File: src/rtl/csi2_pkt_hdr_parse.sv
// CSI-2 packet header parser.
// Decodes and ECC-checks the 4-byte packet header of a word-aligned, lane-merged
// CSI-2 byte stream, strips the trailing CRC from long packets and forwards only
// clean, wanted packets. FS/FE short packets drive a frame-level vsync level.
//
// Ports:
//   pixel_clk    in   clock, rising edge
//   reset_n      in   asynchronous active-low reset
//   lane_dat     in   [31:0] merged lane bytes, byte0 = [7:0] first on the wire
//   lane_vld     in   lane_dat valid
//   lane_sot     in   with lane_vld marks a header word: DI=[7:0] WC=[23:8] ECC=[31:24]
//   ecc_end      out  one-cycle pulse per accepted (and reportable) header
//   dat_type     out  [5:0]  DI[5:0] of last accepted header
//   vc           out  [1:0]  DI[7:6] of last accepted header
//   word_cnt     out  [15:0] WC of last accepted header
//   dat_vld      out  payload word valid
//   dat_32bit    out  [31:0] payload word, non-payload byte lanes zeroed
//   rx_vsync_pls out  high from accepted FS to accepted FE
//   ecc_err      out  one-cycle pulse on nonzero header syndrome
//   trunc_err    out  one-cycle pulse when a header cuts short the previous packet
//   err_cnt      out  [7:0] saturating count of ecc_err + trunc_err events
module csi2_pkt_hdr_parse #(
    parameter bit         VC_EN      = 1'b0,
    parameter logic [1:0] VC_SEL     = 2'd0,
    parameter bit         PASS_SHORT = 1'b0
) (
    input  logic        pixel_clk,
    input  logic        reset_n,
    input  logic [31:0] lane_dat,
    input  logic        lane_vld,
    input  logic        lane_sot,
    output logic        ecc_end,
    output logic [5:0]  dat_type,
    output logic [1:0]  vc,
    output logic [15:0] word_cnt,
    output logic        dat_vld,
    output logic [31:0] dat_32bit,
    output logic        rx_vsync_pls,
    output logic        ecc_err,
    output logic        trunc_err,
    output logic [7:0]  err_cnt
);

    typedef enum logic [1:0] {StIdle, StPayload, StDrop} state_e;

    state_e      state_q;
    logic [15:0] bytes_left_q;
    logic [1:0]  crc_left_q;

    // Header decode and ECC (CSI-2 modified Hamming, ECC[7:6] must be zero)
    logic [23:0] hdr;
    logic [5:0]  ecc_calc;
    logic [7:0]  syndrome;
    logic        sot_hit;
    logic        hdr_bad;
    logic        hdr_trunc;
    logic        hdr_long;
    logic        hdr_fsfe;
    logic        vc_ok;

    assign hdr = lane_dat[23:0];

    assign ecc_calc[0] = hdr[0] ^ hdr[1] ^ hdr[2] ^ hdr[4] ^ hdr[5] ^ hdr[7] ^ hdr[10] ^
                         hdr[11] ^ hdr[13] ^ hdr[16] ^ hdr[20] ^ hdr[21] ^ hdr[22] ^ hdr[23];
    assign ecc_calc[1] = hdr[0] ^ hdr[1] ^ hdr[3] ^ hdr[4] ^ hdr[6] ^ hdr[8] ^ hdr[10] ^
                         hdr[12] ^ hdr[14] ^ hdr[17] ^ hdr[20] ^ hdr[21] ^ hdr[22] ^ hdr[23];
    assign ecc_calc[2] = hdr[0] ^ hdr[2] ^ hdr[3] ^ hdr[5] ^ hdr[6] ^ hdr[9] ^ hdr[11] ^
                         hdr[12] ^ hdr[15] ^ hdr[18] ^ hdr[20] ^ hdr[21] ^ hdr[22];
    assign ecc_calc[3] = hdr[1] ^ hdr[2] ^ hdr[3] ^ hdr[7] ^ hdr[8] ^ hdr[9] ^ hdr[13] ^
                         hdr[14] ^ hdr[15] ^ hdr[19] ^ hdr[20] ^ hdr[21] ^ hdr[23];
    assign ecc_calc[4] = hdr[4] ^ hdr[5] ^ hdr[6] ^ hdr[7] ^ hdr[8] ^ hdr[9] ^ hdr[16] ^
                         hdr[17] ^ hdr[18] ^ hdr[19] ^ hdr[20] ^ hdr[22] ^ hdr[23];
    assign ecc_calc[5] = hdr[10] ^ hdr[11] ^ hdr[12] ^ hdr[13] ^ hdr[14] ^ hdr[15] ^
                         hdr[16] ^ hdr[17] ^ hdr[18] ^ hdr[19] ^ hdr[21] ^ hdr[22] ^ hdr[23];

    assign syndrome  = lane_dat[31:24] ^ {2'b00, ecc_calc};
    assign sot_hit   = lane_vld & lane_sot;
    assign hdr_bad   = sot_hit & (syndrome != 8'h00);
    assign hdr_trunc = sot_hit & (state_q != StIdle);
    assign hdr_long  = (lane_dat[5:0] >= 6'h10);
    assign hdr_fsfe  = (lane_dat[5:1] == 5'd0);
    assign vc_ok     = !VC_EN || (lane_dat[7:6] == VC_SEL);

    // Byte accounting for one body word: payload bytes first, then CRC bytes
    logic [2:0]  pay_bytes;
    logic [2:0]  crc_room;
    logic [1:0]  crc_next;
    logic [15:0] bytes_next;
    logic        word_done;
    logic [31:0] masked;
    logic [8:0]  err_sum;

    assign pay_bytes  = (bytes_left_q >= 16'd4) ? 3'd4 : bytes_left_q[2:0];
    assign crc_room   = 3'd4 - pay_bytes;
    assign crc_next   = (crc_room >= {1'b0, crc_left_q}) ? 2'd0 : crc_left_q - crc_room[1:0];
    assign bytes_next = bytes_left_q - {13'd0, pay_bytes};
    assign word_done  = ({1'b0, bytes_left_q} + {15'd0, crc_left_q}) <= 17'd4;
    assign err_sum    = {1'b0, err_cnt} + {8'd0, hdr_bad} + {8'd0, hdr_trunc};

    always_comb begin
        masked = 32'h0;
        for (int i = 0; i < 4; i++) begin
            if (3'(i) < pay_bytes) masked[8*i +: 8] = lane_dat[8*i +: 8];
        end
    end

    always_ff @(posedge pixel_clk or negedge reset_n) begin
        if (!reset_n) begin
            state_q      <= StIdle;
            bytes_left_q <= 16'd0;
            crc_left_q   <= 2'd0;
            ecc_end      <= 1'b0;
            dat_type     <= 6'd0;
            vc           <= 2'd0;
            word_cnt     <= 16'd0;
            dat_vld      <= 1'b0;
            dat_32bit    <= 32'd0;
            rx_vsync_pls <= 1'b0;
            ecc_err      <= 1'b0;
            trunc_err    <= 1'b0;
            err_cnt      <= 8'd0;
        end else begin
            ecc_end   <= 1'b0;
            dat_vld   <= 1'b0;
            ecc_err   <= hdr_bad;
            trunc_err <= hdr_trunc;
            err_cnt   <= err_sum[8] ? 8'hFF : err_sum[7:0];

            if (sot_hit) begin
                // A header always restarts parsing, aborting any packet in flight
                bytes_left_q <= lane_dat[23:8];
                crc_left_q   <= 2'd2;
                if (hdr_bad) begin
                    state_q <= StIdle;
                end else if (!vc_ok) begin
                    state_q <= hdr_long ? StDrop : StIdle;
                end else begin
                    state_q  <= hdr_long ? StPayload : StIdle;
                    dat_type <= lane_dat[5:0];
                    vc       <= lane_dat[7:6];
                    word_cnt <= lane_dat[23:8];
                    ecc_end  <= hdr_long || hdr_fsfe || PASS_SHORT;
                    if (lane_dat[5:0] == 6'h00) rx_vsync_pls <= 1'b1;
                    if (lane_dat[5:0] == 6'h01) rx_vsync_pls <= 1'b0;
                end
            end else if (lane_vld && state_q != StIdle) begin
                if (state_q == StPayload && pay_bytes != 3'd0) begin
                    dat_vld   <= 1'b1;
                    dat_32bit <= masked;
                end
                bytes_left_q <= bytes_next;
                crc_left_q   <= crc_next;
                if (word_done) state_q <= StIdle;
            end
        end
    end

endmodule

File: config.mk
export PLATFORM = sky130hd
export DESIGN_NAME = csi2_pkt_hdr_parse
export DESIGN_NICKNAME = d
export VERILOG_FILES = /design/src/rtl/csi2_pkt_hdr_parse.sv
export SDC_FILE = /design/constraint.sdc
export NUM_CORES = 1
export LEC_CHECK = 0
export CAP_MARGIN = 20
export CORE_MARGIN = 1
export CORE_UTILIZATION = 45
export CTS_BUF_LIST = sky130_fd_sc_hd__clkbuf_8 sky130_fd_sc_hd__clkbuf_16
export DETAILED_ROUTE_END_ITERATION = 8
export PLACE_DENSITY = 0.72
export RECOVER_POWER = 50
export SYNTH_ARGS = -nofsm -noshare
export SYNTH_HDL_FRONTEND = slang
export SYNTH_SLANG_ARGS = --single-unit
File: constraint.sdc
create_clock -name pixel_clk -period 3.85 [get_ports pixel_clk]
set_clock_uncertainty 0.1 [all_clocks]
set_input_delay 0.9625 -clock pixel_clk [delete_from_list [all_inputs] [get_ports pixel_clk]]
set_output_delay 0.9625 -clock pixel_clk [all_outputs]
set_load 0.1 [all_outputs]
After elaboration in Yosys (flattened, before gate mapping). Index checks and enable logic that the tools add are counted. Widths: inputs -> output; s select.

Register bits after elaboration: 89. Output and inout bits: 69. Word-level logic and storage cells: 146.

$add $sub $neg: 6. Order comparisons: 8. Eq/ne operators: 2. Muxes and demuxes: 23. Bitwise operators: 79. Reductions and logical operators: 15.

Operators by type and width (number): $xor 1x1->1 (73); $mux 8 (5); $mux 16 (2); $add 16x2->17 (1); $le 17x3->1 const B (1); $ge 16x3->1 const B (1); $sub 16x3->16 (1); $mux 2 (6); $add 8x1->9 (1); $add 9x1->9 (1); $mux 1 (9); $reduce_bool 2->1 (4); $reduce_bool 8->1 (1); $xor 8x6->8 (1); $eq 6x1->1 const B (1); $ge 6x5->1 const B (1); $logic_not 6->1 (1); $lt 1x3->1 const A (2); $lt 2x3->1 const A (2); $reduce_and 3->1 (2); $logic_not 5->1 (1); $reduce_and 2->1 (2); $and 1x1->1 (3); $ge 3x2->1 (1); 8 further kinds (10).

Logic depth before layout (Yosys ltp). Gate-level depths: netlist (run 1).

Depth after elaboration: 19. Gate-level depth with buffers: 15.

Least setup slack after synthesis (run 1). No wires, ideal clock.

Path type: input to register. Start: in lane_dat[1]. End: reg err_cnt[4]. Library setup time: 0.129 ns. Arrival time: 3.596 ns. Setup slack: 0.025 ns. Stages on the path: 15. Path buffers: 0. Cell sequence: inv_1 -> ha_1 -> xnor2_1 -> xnor2_2 -> xnor3_1 -> or3_4 -> a22oi_4 -> nand2_1 -> nand2_1 -> fa_1 -> inv_1 -> ha_1 -> nand3_1 -> xor2_1 -> nand2_1.

Longest elaborated chain between the ends: 19. Elaborated cells between the ends (all ways): 43.

Ends and longest elaborated chain: start: declaration (RTL line 29) `input logic [31:0] lane_dat,`; $xor 1x1->1 (RTL line 63, 65); $xor 1x1->1, on equally long branches (6 in series) (RTL line 63, 65); $xor 1x1->1, on equally long branches (6 in series) (RTL line 64, 66); $xor 8x6->8 (*) (RTL line 76) `assign syndrome = lane_dat[31:24] ^ {2'b00, ecc_calc};`; $reduce_bool 8->1 (*) (RTL line 78) `assign hdr_bad = sot_hit & (syndrome != 8'h00);`; $and 1x1->1 (*) (RTL line 78); $add 8x1->9 (*) (RTL line 98) `assign err_sum = {1'b0, err_cnt} + {8'd0, hdr_bad} + {8'd0, hdr_trunc};`; $add 9x1->9 (*) (RTL line 98); $mux 8 (*) (RTL line 127) `err_cnt <= err_sum[8] ? 8'hFF : err_sum[7:0];`; end signal: assignment (RTL line 127); end: declaration (RTL line 41) `output logic [7:0] err_cnt`.

Mark *: on every way between the ends. The rest lies on a longest branch, timed or not. A chain may end at the register's enable or synchronous reset.

Final worst setup path (run 1).
Start: in lane_dat[0]. End: reg err_cnt[4].

Same word-level chain as after synthesis.

==> metrics.log, run 1 <==
[metrics] number of failing hold endpoints at the final stage: 0
[metrics] cells taking the most area after synthesis: sky130_fd_sc_hd__dfrtp_1 (45%), sky130_fd_sc_hd__xnor2_1 (6.3%), sky130_fd_sc_hd__mux2_4 (6.2%)
[metrics] most instantiated library cell after synthesis: sky130_fd_sc_hd__dfrtp_1
[metrics] area used by sequential logic in the layout: 2200 µm²
[metrics] combinational power share: 49.3%
[metrics] power density of the placed cells: 525 nW/µm²
[metrics] worst min path class: flip-flop to flip-flop
[metrics] Util after Layout: 63.5%
[metrics] weighted congestion at the end of routability-driven global placement: 0.908
[metrics] Fin Hold WS: 0.363 ns
[metrics] Routed WL: 14000 µm
[metrics] detailed-route via count: 4103
[metrics] starting utilization of the core area: 46.7%
[metrics] placed instance count: 725
[metrics] clock-pin slew of the registers on the worst-case setup and hold paths: 0.08 ns
[metrics] register bit total from synthesis: 88
[metrics] kind of critical path: input port to flip-flop
[metrics] Tightest Pin Transition: 1.81 ns
[metrics] average cell area after synthesis: 10.6 µm²
[metrics] floorplan row count: 37
[metrics] violated checks: max-capacitance violations, max-slew violations
[metrics] core box area: 10400 µm²
[metrics] number of synthesized flops with an enable pin: 0
[metrics] Placement Cell Area: 6330 µm²
[metrics] largest vdd supply drop: 415 µV
[metrics] cells traversed along the worst timing path: clkdlybuf4s50_1 -> inv_1 -> ha_4 -> xnor2_4 -> xnor2_2 -> xnor3_1 -> or3_4 -> a22oi_4 -> nand2_2 -> nand2_2 -> fa_2 -> inv_1 -> ha_4 -> nand3_1 -> xor2_1 -> nand2_1
[metrics] latest clock arrival within the worst-skew pair: 0.36 ns
[metrics] Pint: 1820 µW
[metrics] share of final-layout standard cells stronger than drive strength 1: 18.0%
[metrics] clk root buf: sky130_fd_sc_hd__clkbuf_8
[metrics] Net Sw Power: 1650 µW
[metrics] post-synthesis instance area: 4860 µm²
[metrics] cts bufs inserted: 9
[metrics] Clk pwr share: 16.2%
[metrics] result of the run: finished, violations left
[metrics] via count of the first global-routing pass: 4160
[metrics] max-cap check violation count: 1
[metrics] asr flop ratio synth: 100%
[metrics] die extent in y: 106 µm
[metrics] Port Buffers: 104
[metrics] iteration-0 DRC count of the detailed router: 238
[metrics] post-DR wirelength/cell: 18.9 µm
[metrics] detailed-placement wirelength estimate: 10300 µm
[metrics] number of sinks on the clock net: 88
[metrics] remaining global-route overflow: 0
[metrics] final std cells w/o fill: 741
[metrics] final critical delay including setup and external delays: 3.76 ns
[metrics] die width: 106 µm
[metrics] Syn Inst Count: 457
[metrics] total number of H-tree levels: 3
[metrics] clock buffer depth: 2
[metrics] kind of end point of the critical path: flip-flop
[metrics] synth warn: 0
[metrics] Sum Neg Setup Slack: 0 ns
[metrics] required time worst endpoint: 4.00 ns
[metrics] number of nets in the layout: 653
[metrics] full die area: 11200 µm²
[metrics] per-cell via count in the routed design: 5.54
[metrics] Boundary Pins: 105
[metrics] maximum achievable frequency: 0.266 GHz
[metrics] Static Leakage: 0.00317 µW
[metrics] slowest cell on the critical path: sky130_fd_sc_hd__clkdlybuf4s50_1
[metrics] maximum number of pins on one net before global-route repair: 89
[metrics] highest net fanout along the worst path: 6
[metrics] Worst Path Arrival: 3.91 ns
[metrics] drt first pass iters: 5
[metrics] area growth from synthesis to final layout: 36.0%
[metrics] hold buffers post-CTS: 0
[metrics] remaining number of nets flagged by the antenna check after routing: 0
[metrics] remaining max-slew budget at the tightest pin: -20.8%
[metrics] fraction of the yosys area taken by sequential cells: 45.3%
[metrics] Final Slew Violations: 75
[metrics] Post-route DRC: 0
[metrics] share of the synthesized area in the top cell type: 45.3%
[metrics] unique cell type count in the Yosys netlist: 56
[metrics] Finished Cell Area: 6610 µm²
[metrics] maximum single-stage delay on the critical path: 0.48 ns
[metrics] global-route usage over all layers: 26.1%
[metrics] total setup violations reported at the end of the flow: 0
[metrics] type of origin of the critical path: input port
[metrics] cell taking the most area after synthesis: sky130_fd_sc_hd__dfrtp_1
[metrics] switch share: 47.7%
[metrics] number of fill cells in the layout: 841
[metrics] top post-synthesis cells by count: sky130_fd_sc_hd__dfrtp_1 (88), sky130_fd_sc_hd__nand2_1 (55), sky130_fd_sc_hd__xnor2_1 (35)
[metrics] sequential fraction of design power: 34.5%
[metrics] top_reg_cell synth: sky130_fd_sc_hd__dfrtp_1
[metrics] antenna violations before repair: 0
[metrics] final cycle utilization of the critical path: 97.7%
[metrics] CTS tree: yes
[metrics] first-pass GRT wire length: 22500 µm
[metrics] post-synth net total: 508
[metrics] area taken by multi-input logic gates: 2620 µm²
[metrics] number of inserted diodes: 0
[placed cells by master (no fill, tap or decap), types with 15 or more instances in the layout]
cell                              count
sky130_fd_sc_hd__inv_1               18
sky130_fd_sc_hd__mux2_4              20
sky130_fd_sc_hd__o21ai_0             22
sky130_fd_sc_hd__xnor2_1             30
sky130_fd_sc_hd__a22o_1              31
sky130_fd_sc_hd__buf_4               46
sky130_fd_sc_hd__dfrtp_1             88
sky130_fd_sc_hd__nor2_1              21
sky130_fd_sc_hd__dlygate4sd3_1       18
sky130_fd_sc_hd__nand3_1             19
sky130_fd_sc_hd__nand2_1             53
sky130_fd_sc_hd__a21oi_1             15
sky130_fd_sc_hd__clkdlybuf4s50_1     72
[worst max-delay path, delay by kind of cell]
| family | cells | cell delay [ns] |
|---|---|---|
| xor+xnor | 4 | 0.74 |
| compound gates | 1 | 0.15 |
| simple gates | 5 | 0.76 |
| fa+ha+maj | 3 | 0.66 |
| buf+inv | 3 | 0.62 |
[area by class of cell]
class                           count  area share (%)
Clock buffer                       10            2.08
Clock inverter                      4           0.360
Inverter                           18            1.02
Multi-Input combinational cell    331            39.6
Sequential cell                    88            33.3
Tap cell                          136            2.57
Timing Repair Buffer              154            21.0
[logic make-up (layout without fill, tap and decap cells)]
| group | count (synthesis) | after routing | synth area share (%) |
|---|---|---|---|
| buffers and inverters | 38 | 186 | 3.27 |
| xor gates and xnor gates | 51 | 51 | 11.1 |
| AOI/OAI and AO/OA | 95 | 95 | 14.1 |
| and+or+nand+nor | 143 | 143 | 14.5 |
| adders and majority gates | 15 | 15 | 4.17 |
| muxes | 26 | 26 | 7.52 |
| DFF | 88 | 88 | 45.3 |
| other | 1 | 1 | 0.0772 |
[registers in the layout, summed over array words and instances, names as in the netlist]
register,cells
state_q,1
crc_left_q,2
ecc_err,1
dat_32bit,32
rx_vsync_pls,1
trunc_err,1
bytes_left_q,16
word_cnt,16
ecc_end,1
err_cnt,8
dat_vld,1
vc,2
dat_type,6
[what timing repair did]
item | 4_1_cts | 5_1_grt
resized for setup | 9 | 16
pin swaps | 4 | 7
buffers inserted | 0 | 1
setup endpoints to repair | 8 | 8
[through the flow]
stage / power [µW] / setup slack [ns]
2_1_floorplan: 2440 / 0.0246
6_report: 3470 / 0.0880
3_3_place_gp: 2880 / -0.659
5_1_grt: 3600 / -0.0275
3_5_place_dp: 2910 / -0.708
4_1_cts: 3480 / 0.0211
[layer usage]
layer  vias to the layer above  routed length, µm  global-route usage (%)
li1                       1910                  -                       -
met1                      2028               6290                    36.3
met2                       132               6540                    40.1
met3                        33                766                    4.84
met4                         0                380                    11.4
met5                         -                  0                       0
[worst paths after layout]
kind	startpoint	to	slack [ns]	cells after the start
worst max-delay path	lane_dat[0]	err_cnt[4]	0.09	16
worst min-delay path	dat_32bit[30]	dat_32bit[30]	0.36	2
worst max register to register	bytes_left_q[12]	dat_32bit[16]	0.36	12
worst min register to register	dat_32bit[30]	dat_32bit[30]	0.36	2
max in group asynchronous	reset_n	bytes_left_q[10]	0.84	2
min in group asynchronous	reset_n	bytes_left_q[9]	0.56	1
[power by group through the flow]
stage | Sequential [µW] | Combinational (µW) | Clock, µW
finish | 1200 | 1710 | 563
global route | 1220 | 1780 | 609
CTS | 1190 | 1710 | 579
detailed placement | 1210 | 1700 | 0
global placement | 1200 | 1680 | 0
floorplan | 2010 | 426 | 0
Power figures use the tool's default switching activity.
==> run 2, diff against run 1 <==
- clock period: 3.85 -> 3.9 ns (I/O delays scaled with it)
==> metrics.log, run 2 (same netlist as run 1, synthesis figures left out) <==
[metrics] maximum number of pins on one net before global-route repair: 70 (was 89)
[metrics] detailed-routing wirelength on met1: 6410 µm (was 6290 µm)
[metrics] per-cell via count in the routed design: 5.51 (was 5.54)
[metrics] Fin Hold WS: 0.375 ns (was 0.363 ns)
[metrics] Port Buffers: 104 (unchanged)
[metrics] Post-route DRC: 0 (unchanged)
[metrics] number of fill cells in the layout: 832 (was 841)
[metrics] area used by sequential logic in the layout: 2200 µm² (unchanged)
[metrics] final critical delay including setup and external delays: 3.81 ns
[metrics] remaining number of nets flagged by the antenna check after routing: 0 (unchanged)
[metrics] via count of the first global-routing pass: 4119 (was 4160)
[metrics] global-route usage over all layers: 25.9% (was 26.1%)
[metrics] number of nets in the layout: 654 (was 653)
[metrics] iteration-0 DRC count of the detailed router: 218 (was 238)
[metrics] clock-pin slew of the registers on the worst-case setup and hold paths: 0.09 ns (was 0.08 ns)
[metrics] most frequent cells in the layout: sky130_fd_sc_hd__dfrtp_1 (88), sky130_fd_sc_hd__clkdlybuf4s50_1 (72), sky130_fd_sc_hd__nand2_1 (53), sky130_fd_sc_hd__buf_4 (46), sky130_fd_sc_hd__a22o_1 (31) (unchanged)
[metrics] max-cap check violation count: 1 (unchanged)
[metrics] maximum achievable frequency: 0.263 GHz
[metrics] Routed WL: 14000 µm (about the same)
[metrics] area growth from synthesis to final layout: 37.6% (was 36.0%)
[metrics] sum of met2 wire segment lengths after detailed routing: 6490 µm (was 6540 µm)
[metrics] full die area: 11200 µm² (unchanged)
[metrics] floorplan row count: 37 (unchanged)
[metrics] Top Registers: dat_32bit x32, bytes_left_q x16, word_cnt x16 (unchanged)
[metrics] share of final-layout standard cells stronger than drive strength 1: 18.6% (was 18.0%)
[metrics] power density of the placed cells: 530 nW/µm² (was 525 nW/µm²)
[metrics] first-pass GRT wire length: 22400 µm (was 22500 µm)
[metrics] clk root buf: sky130_fd_sc_hd__clkbuf_8 (unchanged)
[metrics] total setup violations reported at the end of the flow: 0 (unchanged)
[metrics] leading cell type in the layout, fill and taps excluded: sky130_fd_sc_hd__dfrtp_1 (unchanged)
[metrics] final cycle utilization of the critical path: 97.6%
[metrics] Top Layer Used: met4 (unchanged)
[metrics] worst min path class: flip-flop to flip-flop (unchanged)
[metrics] kind of critical path: input port to flip-flop (unchanged)
[metrics] CTS tree: yes (unchanged)
[metrics] Final Slew Violations: 70 (was 75)
[metrics] remaining global-route overflow: 0 (unchanged)
[metrics] remaining max-slew budget at the tightest pin: -16.0% (was -20.8%)
[metrics] Static Leakage: 0.00321 µW (was 0.00317 µW)
[metrics] detailed-placement wirelength estimate: 10300 µm (about the same)
[metrics] required time worst endpoint: 4.05 ns (was 4.00 ns)
[metrics] number of flip-flops under the largest register name: 32 (unchanged)
[metrics] Tightest Pin Transition: 1.74 ns (was 1.81 ns)
[metrics] routed length on met3: 782 µm (was 766 µm)
[metrics] highest net fanout along the worst path: 5 (was 6)
[metrics] number of failing hold endpoints at the final stage: 0 (unchanged)
[metrics] Worst Path Arrival: 3.96 ns (was 3.91 ns)
[metrics] clock buffer depth: 2 (unchanged)
[metrics] starting utilization of the core area: 46.7% (unchanged)
[metrics] largest vdd supply drop: 463 µV (was 415 µV)
[metrics] antenna violations before repair: 0 (unchanged)
[metrics] die extent in y: 106 µm (unchanged)
[metrics] area taken by multi-input logic gates: 2610 µm² (was 2620 µm²)
[metrics] detailed-route via count: 4101 (was 4103)
[metrics] Boundary Pins: 105 (unchanged)
[metrics] number of sinks on the clock net: 88 (unchanged)
[metrics] result of the run: finished, violations left (unchanged)
[metrics] post-DR wirelength/cell: 18.8 µm (was 18.9 µm)
[metrics] drt first pass iters: 6 (was 5)
[metrics] weighted congestion at the end of routability-driven global placement: 0.907 (was 0.908)
[metrics] largest register by flop count: dat_32bit (unchanged)
[metrics] violated checks: max-capacitance violations, max-slew violations (unchanged)
[metrics] total power of the final layout: 3540 µW (was 3470 µW)
[metrics] type of origin of the critical path: input port (unchanged)
[metrics] core box area: 10400 µm² (unchanged)
[metrics] latest clock arrival within the worst-skew pair: 0.36 ns (about the same)
[metrics] kind of end point of the critical path: flip-flop (unchanged)
[metrics] die width: 106 µm (unchanged)
[metrics] number of inserted diodes: 0 (unchanged)
[metrics] cts bufs inserted: 9 (unchanged)
[metrics] total number of H-tree levels: 3 (unchanged)
==> run 2: per-layer routing <==
| metal | vias up | track usage [%] |
|---|---|---|
| met4 | 0 | 8.43 |
| met3 | 22 | 4.97 |
| met1 | 2031 | 37.4 |
| li1 | 1916 | - |
| met5 | - | 0 |
| met2 | 132 | 39.3 |
==> run 2: where the power goes <==
group | internal, µW | total, µW | switching [µW]
Clock | 316 | 667 | 350
Sequential | 1050 | 1180 | 131
Combinational | 514 | 1700 | 1180
Total | 1880 | 3540 | 1670
==> run 2: worst paths after layout <==
check                                      start             to  slack (ns)  depth (start not counted)
worst max-delay path                lane_dat[11]     err_cnt[3]        0.09                         14
worst min register to register     dat_32bit[26]  dat_32bit[26]        0.38                          2
worst max register to register  bytes_left_q[12]  dat_32bit[19]        0.38                         12
worst min-delay path               dat_32bit[26]  dat_32bit[26]        0.38                          2
max in group asynchronous                reset_n    dat_type[5]        1.42                          2
min in group asynchronous                reset_n     err_cnt[3]        0.97                          1
==> run 2: stage by stage <==
| stage | area, µm² | setup TNS, ns | instances | worst slack [ns] | util [%] |
|---|---|---|---|---|---|
| 3_3_place_gp | 6360 | -11.15 | 726 | -0.616 | 61.0 |
| 6_report | 6690 | 0 | 744 | 0.0930 | 64.2 |
| 2_1_floorplan | 4860 | 0 | 457 | 0.0621 | - |
| 3_5_place_dp | 6360 | -13.24 | 726 | -0.742 | 61.0 |
| 4_1_cts | 6600 | 0 | 742 | 0.0140 | 63.4 |
| 5_1_grt | 6690 | -0.0122 | 744 | -0.0104 | 64.2 |
==> run 2: critical path: stages <==
cell,delay [ns]
sky130_fd_sc_hd__clkdlybuf4s50_1,0.45
sky130_fd_sc_hd__xnor2_1,0.40
sky130_fd_sc_hd__xnor3_1,0.43
sky130_fd_sc_hd__xnor2_1,0.24
sky130_fd_sc_hd__or3_4,0.18
sky130_fd_sc_hd__a22oi_4,0.05
sky130_fd_sc_hd__nand2_2,0.10
sky130_fd_sc_hd__nand2_2,0.07
sky130_fd_sc_hd__fa_2,0.39
sky130_fd_sc_hd__buf_4,0.14
sky130_fd_sc_hd__nor2b_2,0.19
sky130_fd_sc_hd__nand2_1,0.10
sky130_fd_sc_hd__xor2_1,0.16
sky130_fd_sc_hd__nand2_1,0.07
==> run 2: cell type report <==
type | instances | area share, %
Inverter | 18 | 1.01
Tap cell | 136 | 2.55
Multi-Input combinational cell | 331 | 39.1
Clock buffer | 10 | 2.06
Clock inverter | 6 | 1.01
Timing Repair Buffer | 155 | 21.4
Sequential cell | 88 | 32.9
==> run 2: what timing repair did <==
item,4_1_cts,5_1_grt
resized for setup,9,16
endpoints found under the setup margin,8,8
setup buffers,0,2
hold buffers,0,0
pin swaps,4,7
==> run 3, diff against run 2 <==
- CTS_BUF_LIST: sky130_fd_sc_hd__clkbuf_8 sky130_fd_sc_hd__clkbuf_16 -> not set
- CTS_CLUSTER_DIAMETER: not set -> 80
==> results of run 3 <==
Final layout, timing and power as in run 2 (identical DEF).
